File: src/rtl/led_line_sched_if.sv
// Bundle between the line scheduler, the pixel FIFO, the column shifter and the LED panel controls.
// LED_SCHED_UNDERFLOW_CNT_EN adds the underflow_cnt status word to the bundle.
interface led_line_sched_if;
   logic        en;
   logic [11:0] fifo_dout;
   logic        fifo_valid;
   logic        fifo_re;
   logic [11:0] pix_data;
   logic        pix_valid;
   logic        pix_ready;
   logic        line_start;
   logic        latch;
   logic        oe_n;
   logic [4:0]  row_addr;
   logic        underflow;
`ifdef LED_SCHED_UNDERFLOW_CNT_EN
   logic [15:0] underflow_cnt;

   modport master (
      input  en, fifo_dout, fifo_valid, pix_ready,
      output fifo_re, pix_data, pix_valid, line_start, latch, oe_n, row_addr, underflow,
      output underflow_cnt
   );
   modport slave (
      output en, fifo_dout, fifo_valid, pix_ready,
      input  fifo_re, pix_data, pix_valid, line_start, latch, oe_n, row_addr, underflow,
      input  underflow_cnt
   );
`else
   modport master (
      input  en, fifo_dout, fifo_valid, pix_ready,
      output fifo_re, pix_data, pix_valid, line_start, latch, oe_n, row_addr, underflow
   );
   modport slave (
      output en, fifo_dout, fifo_valid, pix_ready,
      input  fifo_re, pix_data, pix_valid, line_start, latch, oe_n, row_addr, underflow
   );
`endif
endinterface

File: src/rtl/led_line_sched.sv
// LED panel scan-line scheduler: streams one line of FIFO words to the column shifter, then latches and blanks.
// Define LED_SCHED_UNDERFLOW_CNT_EN to add the saturating underflow_cnt status counter.
module led_line_sched #(
   parameter int WORDS_PER_LINE = 64,
   parameter int ROWS           = 16,
   parameter int LATCH_CYC      = 2,
   parameter int BLANK_CYC      = 4
) (
   input  logic             clkr,
   input  logic             rst,
   led_line_sched_if.master sched
);
   localparam int CW   = $clog2(WORDS_PER_LINE);
   localparam int TMAX = (LATCH_CYC > BLANK_CYC) ? LATCH_CYC : BLANK_CYC;
   localparam int TW   = (TMAX > 1) ? $clog2(TMAX) : 1;
   localparam logic [CW-1:0] LAST_WORD  = CW'(WORDS_PER_LINE - 1);
   localparam logic [TW-1:0] LATCH_LAST = TW'(LATCH_CYC - 1);
   localparam logic [TW-1:0] BLANK_LAST = TW'(BLANK_CYC - 1);
   localparam logic [4:0]    ROW_LAST   = 5'(ROWS - 1);

   typedef enum logic [1:0] {IDLE, SHIFT, LATCH, BLANK} state_t;

   state_t        state_q;
   logic [CW-1:0] cnt_q;
   logic [TW-1:0] tmr_q;
   logic [4:0]    row_q;
   logic          latched_q;
   logic          starve_q;

   logic in_shift, xfer, starve;

   // Pixel path is a zero-latency pass-through of the FIFO head while shifting.
   assign in_shift         = (state_q == SHIFT);
   assign sched.pix_data   = sched.fifo_dout;
   assign sched.pix_valid  = in_shift & sched.fifo_valid;
   assign xfer             = sched.pix_valid & sched.pix_ready;
   assign sched.fifo_re    = xfer;
   assign sched.line_start = xfer & (cnt_q == '0);

   // Starvation only counts once the line has started; pulse on the first starved cycle.
   assign starve          = in_shift & (cnt_q != '0) & ~sched.fifo_valid;
   assign sched.underflow = starve & ~starve_q;

   assign sched.latch    = (state_q == LATCH);
   assign sched.oe_n     = (state_q == LATCH) | (state_q == BLANK) | ~latched_q;
   assign sched.row_addr = row_q;

   always_ff @(posedge clkr or posedge rst) begin
      if (rst) begin
         state_q   <= IDLE;
         cnt_q     <= '0;
         tmr_q     <= '0;
         row_q     <= '0;
         latched_q <= 1'b0;
         starve_q  <= 1'b0;
      end else begin
         starve_q <= starve;
         case (state_q)
            IDLE: begin
               if (sched.en && sched.fifo_valid) begin
                  state_q <= SHIFT;
                  cnt_q   <= '0;
               end
            end
            SHIFT: begin
               if (xfer) begin
                  if (cnt_q == LAST_WORD) begin
                     state_q <= LATCH;
                     cnt_q   <= '0;
                     tmr_q   <= '0;
                  end else begin
                     cnt_q <= cnt_q + 1'b1;
                  end
               end
            end
            LATCH: begin
               if (tmr_q == LATCH_LAST) begin
                  state_q   <= BLANK;
                  tmr_q     <= '0;
                  latched_q <= 1'b1;
                  row_q     <= (row_q == ROW_LAST) ? 5'd0 : row_q + 5'd1;
               end else begin
                  tmr_q <= tmr_q + 1'b1;
               end
            end
            BLANK: begin
               if (tmr_q == BLANK_LAST) state_q <= IDLE;
               else                     tmr_q   <= tmr_q + 1'b1;
            end
            default: state_q <= IDLE;
         endcase
      end
   end

`ifdef LED_SCHED_UNDERFLOW_CNT_EN
   logic [15:0] ucnt_q;

   always_ff @(posedge clkr or posedge rst) begin
      if (rst)                                        ucnt_q <= '0;
      else if (sched.underflow && ucnt_q != 16'hFFFF) ucnt_q <= ucnt_q + 16'd1;
   end

   assign sched.underflow_cnt = ucnt_q;
`endif
endmodule
File: src/flat_wrapper.sv
// flat-port wrapper written by rule: the top's interface ports become plain ports
module led_line_sched_flat 
#(
   parameter int WORDS_PER_LINE = 64,
   parameter int ROWS           = 16,
   parameter int LATCH_CYC      = 2,
   parameter int BLANK_CYC      = 4
)
  (clkr, rst, sched_en, sched_fifo_dout, sched_fifo_valid, sched_pix_ready, sched_fifo_re, sched_pix_data, sched_pix_valid, sched_line_start, sched_latch, sched_oe_n, sched_row_addr, sched_underflow);
  led_line_sched_if sched_i ();
  input  logic clkr;
  input  logic rst;
  input wire logic [$bits(sched_i.en)-1:0] sched_en;
  input wire logic [$bits(sched_i.fifo_dout)-1:0] sched_fifo_dout;
  input wire logic [$bits(sched_i.fifo_valid)-1:0] sched_fifo_valid;
  input wire logic [$bits(sched_i.pix_ready)-1:0] sched_pix_ready;
  output wire logic [$bits(sched_i.fifo_re)-1:0] sched_fifo_re;
  output wire logic [$bits(sched_i.pix_data)-1:0] sched_pix_data;
  output wire logic [$bits(sched_i.pix_valid)-1:0] sched_pix_valid;
  output wire logic [$bits(sched_i.line_start)-1:0] sched_line_start;
  output wire logic [$bits(sched_i.latch)-1:0] sched_latch;
  output wire logic [$bits(sched_i.oe_n)-1:0] sched_oe_n;
  output wire logic [$bits(sched_i.row_addr)-1:0] sched_row_addr;
  output wire logic [$bits(sched_i.underflow)-1:0] sched_underflow;
  assign sched_i.en = sched_en;
  assign sched_i.fifo_dout = sched_fifo_dout;
  assign sched_i.fifo_valid = sched_fifo_valid;
  assign sched_i.pix_ready = sched_pix_ready;
  assign sched_fifo_re = sched_i.fifo_re;
  assign sched_pix_data = sched_i.pix_data;
  assign sched_pix_valid = sched_i.pix_valid;
  assign sched_line_start = sched_i.line_start;
  assign sched_latch = sched_i.latch;
  assign sched_oe_n = sched_i.oe_n;
  assign sched_row_addr = sched_i.row_addr;
  assign sched_underflow = sched_i.underflow;
  led_line_sched #(.WORDS_PER_LINE(WORDS_PER_LINE), .ROWS(ROWS), .LATCH_CYC(LATCH_CYC), .BLANK_CYC(BLANK_CYC)) u_core (.clkr(clkr), .rst(rst), .sched(sched_i));
endmodule
File: config.mk
export PLATFORM = sky130hd
export DESIGN_NAME = led_line_sched_flat
export DESIGN_NICKNAME = d
export VERILOG_FILES = /design/src/rtl/led_line_sched_if.sv /design/src/rtl/led_line_sched.sv /design/src/flat_wrapper.sv
export SDC_FILE = /design/constraint.sdc
export NUM_CORES = 1
export LEC_CHECK = 0
export CAP_MARGIN = 5
export CORE_MARGIN = 2
export CORE_UTILIZATION = 35
export DETAILED_ROUTE_END_ITERATION = 10
export GPL_ROUTABILITY_DRIVEN = 0
export PLACE_DENSITY = 0.67
export SLEW_MARGIN = 20
export SYNTH_ARGS = -nofsm -noshare
export SYNTH_HDL_FRONTEND = slang
export SYNTH_SLANG_ARGS = --single-unit
File: constraint.sdc
create_clock -name clkr -period 1.8 [get_ports clkr]
set_input_delay 0.36 -clock clkr [delete_from_list [all_inputs] [get_ports clkr]]
set_output_delay 0.36 -clock clkr [all_outputs]
set_load 0.02 [all_outputs]
==> results.toml <==
[layout]
final_cell_mix = "30 x buf_4, 17 x dfrtp_1, 15 x nand2_1"
multi_input_area_um2 = 686.9
nets = 193
layout-drive-gt1-share_pct = 37.80
area_growth_syn_to_layout_pct = 41.25
diodes = 0
num-fill-cells = 298
fin_area_mm2 = 0.001637
regArea_um2 = 425.4
layout_commonest_cell = "buf_4"

[setup_path]
required_ns = 1.44
cpLargestDelayFamily = "buffers and inverters"
rrSetupSlack_ns = 0
critical_path_class = "in -> out"
r2r.worst_path.cells = 7
cpPeakStageDelay_ns = 0.61
critPathSlowestCell = "clkdlybuf4s50_1"
cpMostUsedCell = "and3_4"
endpoint_kind = "primary output"
cp_num_buf_inv = 2
arrival_ns = 1.50
path_max_fanout = 4
crit_path_start_kind = "primary input"
crit_cells = 4
crit_path_cell_trace = "clkdlybuf4s50_1 -> and3_4 -> and3_4 -> buf_6"

[global_route]
antenna_found_initial = 0
grt_pass1_wl_um = 4491
grt_usage_pct = 15.82
grt_pass1_vias = 1043
overflow = 0
grt_start_max_net_pins = 18

[placed_design]
portBuffers = 15
place_ws_ns = -0.4704
dp_hpwl_um = 2083
placed_area_mm2 = 0.001486

[die]
pin_count = 40
chipHeight_um = 61.54
start_util_pct = 37.34
rows = 20
die_w_um = 61.54
dieArea_mm2 = 0.003787
core_area_mm2 = 0.003103

[synthesis]
syn_area_mm2 = 0.001159
synth_seq_cells = 17
synth-seq-area-share_pct = 36.72
yosysUniqueCellTypes = 35
syn_avg_cell_area_um2 = 9.195
yosysWarnings = 0
synth_nets = 154
synth_cells = 126

[timing]
layout_setup_ws_ns = -0.05607
finalHoldViolations = 0
slew_violations = 0
tightest_slew_ns = 0.2913
slew_headroom_pct = 80.47
tns_ns = -0.09932
hold_slack_ns = 0.3762
rsz0062_at_grt = "yes"
fmax_mhz = 538.8
finalCritPeriodShare_pct = 103.1
setup_violations = 2
fin_skew_ns = 0.006652
timing.final.crit_period_ns = 1.856

[clock_network]
cts.sinks = 17
clk_pin_slew_worst_paths_ns = 0.11
hold_buffers = 0
clockBufferDepth = 2
cts_buffers = 3
clockRootBuffer = "clkbuf_4"
insertion_delay_ns = 0.28
cts_tree = "built"
h-tree-depth = 1

[worst_hold_path]
hold_path.class = "in -> async"

[detailed_routing]
drc = 0
routed_wl_um = 2912
first_pass_iters = 4
ant_nets = 0
via_per_inst = 4.986
initialDrtViolationCount = 55
dr_total_vias = 1037
routedWlPerCell_um = 14.00

[power_and_ir_drop]
peakVddDrop_v = 0.0003579
power.density_mw_per_mm2 = 977.6
leakage_nw = 0.7458
total_power_w = 0.001600

[run_status]
run_status = "finished, violations left"
violations = "negative setup slack"

[job]
maxCapViolCount = 0
-- metrics by stage --
stage	utilization (%)	std cells
floorplan	-	126
global placement	47.90	201
detailed placement	47.90	201
CTS	49.11	206
global route	52.74	208
finish	52.74	208
-- path summary, 6_finish.rpt --
kind,start,endpoint
max,sched_fifo_valid,sched_line_start
min,rst,u_core.cnt_q[4]
max reg2reg,u_core.state_q[0],u_core.cnt_q[5]
min reg2reg,u_core.latched_q,u_core.latched_q
max in group asynchronous,rst,u_core.tmr_q[0]
min in group clkr,u_core.latched_q,u_core.latched_q
-- per-layer routing --
layer | wire (µm) | vias up | GRT usage, % | part of all wire, %
li1 | - | 501 | - | -
met1 | 1200 | 488 | 18.21 | 41
met2 | 1503 | 36 | 27.82 | 52
met3 | 126 | 12 | 3.151 | 4.3
met4 | 81 | 0 | 7.599 | 2.8
met5 | 0 | - | 0 | 0
-- cells in the mapped netlist --
library cell  count  area [µm²]
o211ai_1          1       7.510
mux2i_1           1       10.01
a211o_1           1       8.760
and4_4            1       11.26
mux2_4            1       15.01
nand2b_1          2       12.51
nor2b_1           2       12.51
xor2_1            1       8.760
nand2_1          15       56.30
nand4_1           3       18.77
buf_2             1       5.000
o22ai_1           1       6.260
o32a_1            1       10.01
a21boi_0          1       7.510
nor3_1            1       5.000
buf_4            12       90.09
a211oi_1          2       15.01
o32ai_1           1       8.760
o21ai_0          10       50.05
or4_1             1       7.510
xnor2_1           1       8.760
ha_1             11       137.6
a41oi_4           1       27.53
nand3_2           1       10.01
dfrtp_1          17       425.4
or2b_1            1       7.510
and3_1            3       18.77
nor4_1            1       6.260
a21oi_1           3       15.01
mux2_2            1       11.26
and2_1            1       6.260
inv_1            11       41.29
nand3_1           7       35.03
o31ai_1           3       22.52
nor2_1            5       18.77
-- sequential cells by signal, summed over array words and instances, names as in the netlist --
register               flops
u_core.cnt_q               6
u_core.latched_q           1
u_core.sched.row_addr      5
u_core.starve_q            1
u_core.state_q             2
u_core.tmr_q               2
-- worst min-delay path, cell delays in order --
cell and delay [ns]:
clkdlybuf4s50_1 0.40, inv_1 0.05, buf_4 0.24
-- logic make-up after synthesis --
| group | after synthesis | share of synthesized area, % |
|---|---|---|
| AO/OA/AOI/OAI | 25 | 15.44 |
| XOR/XNOR | 2 | 1.512 |
| adder cells (fa/ha/maj) | 11 | 11.88 |
| buffers and inverters | 24 | 11.77 |
| flip-flops | 17 | 36.72 |
| multiplexers | 3 | 3.131 |
| AND/OR/NAND/NOR | 44 | 19.55 |
-- final cells by class --
class	count	area share, %
well taps	44	3.364
inverters	11	2.676
repair buffers	47	24.39
clock buffers	4	1.606
multi-input cells	85	41.97
flip-flops and latches	17	25.99
-- power breakdown --
group          leakage [nW]  internal, W  total [W]  switching (W)
clock network        0.0150    0.0000859   0.000208       0.000122
logic                 0.512     0.000458   0.000890       0.000432
registers             0.219     0.000454   0.000502      0.0000475
-- timing repair --
action                                  in CTS  in global routing
endpoints found under the setup margin       7                 12
gates resized for setup                     36                 22
setup buffers                                1                  2
pin swaps                                    5                  6
(Power assumes the default switching activity.)
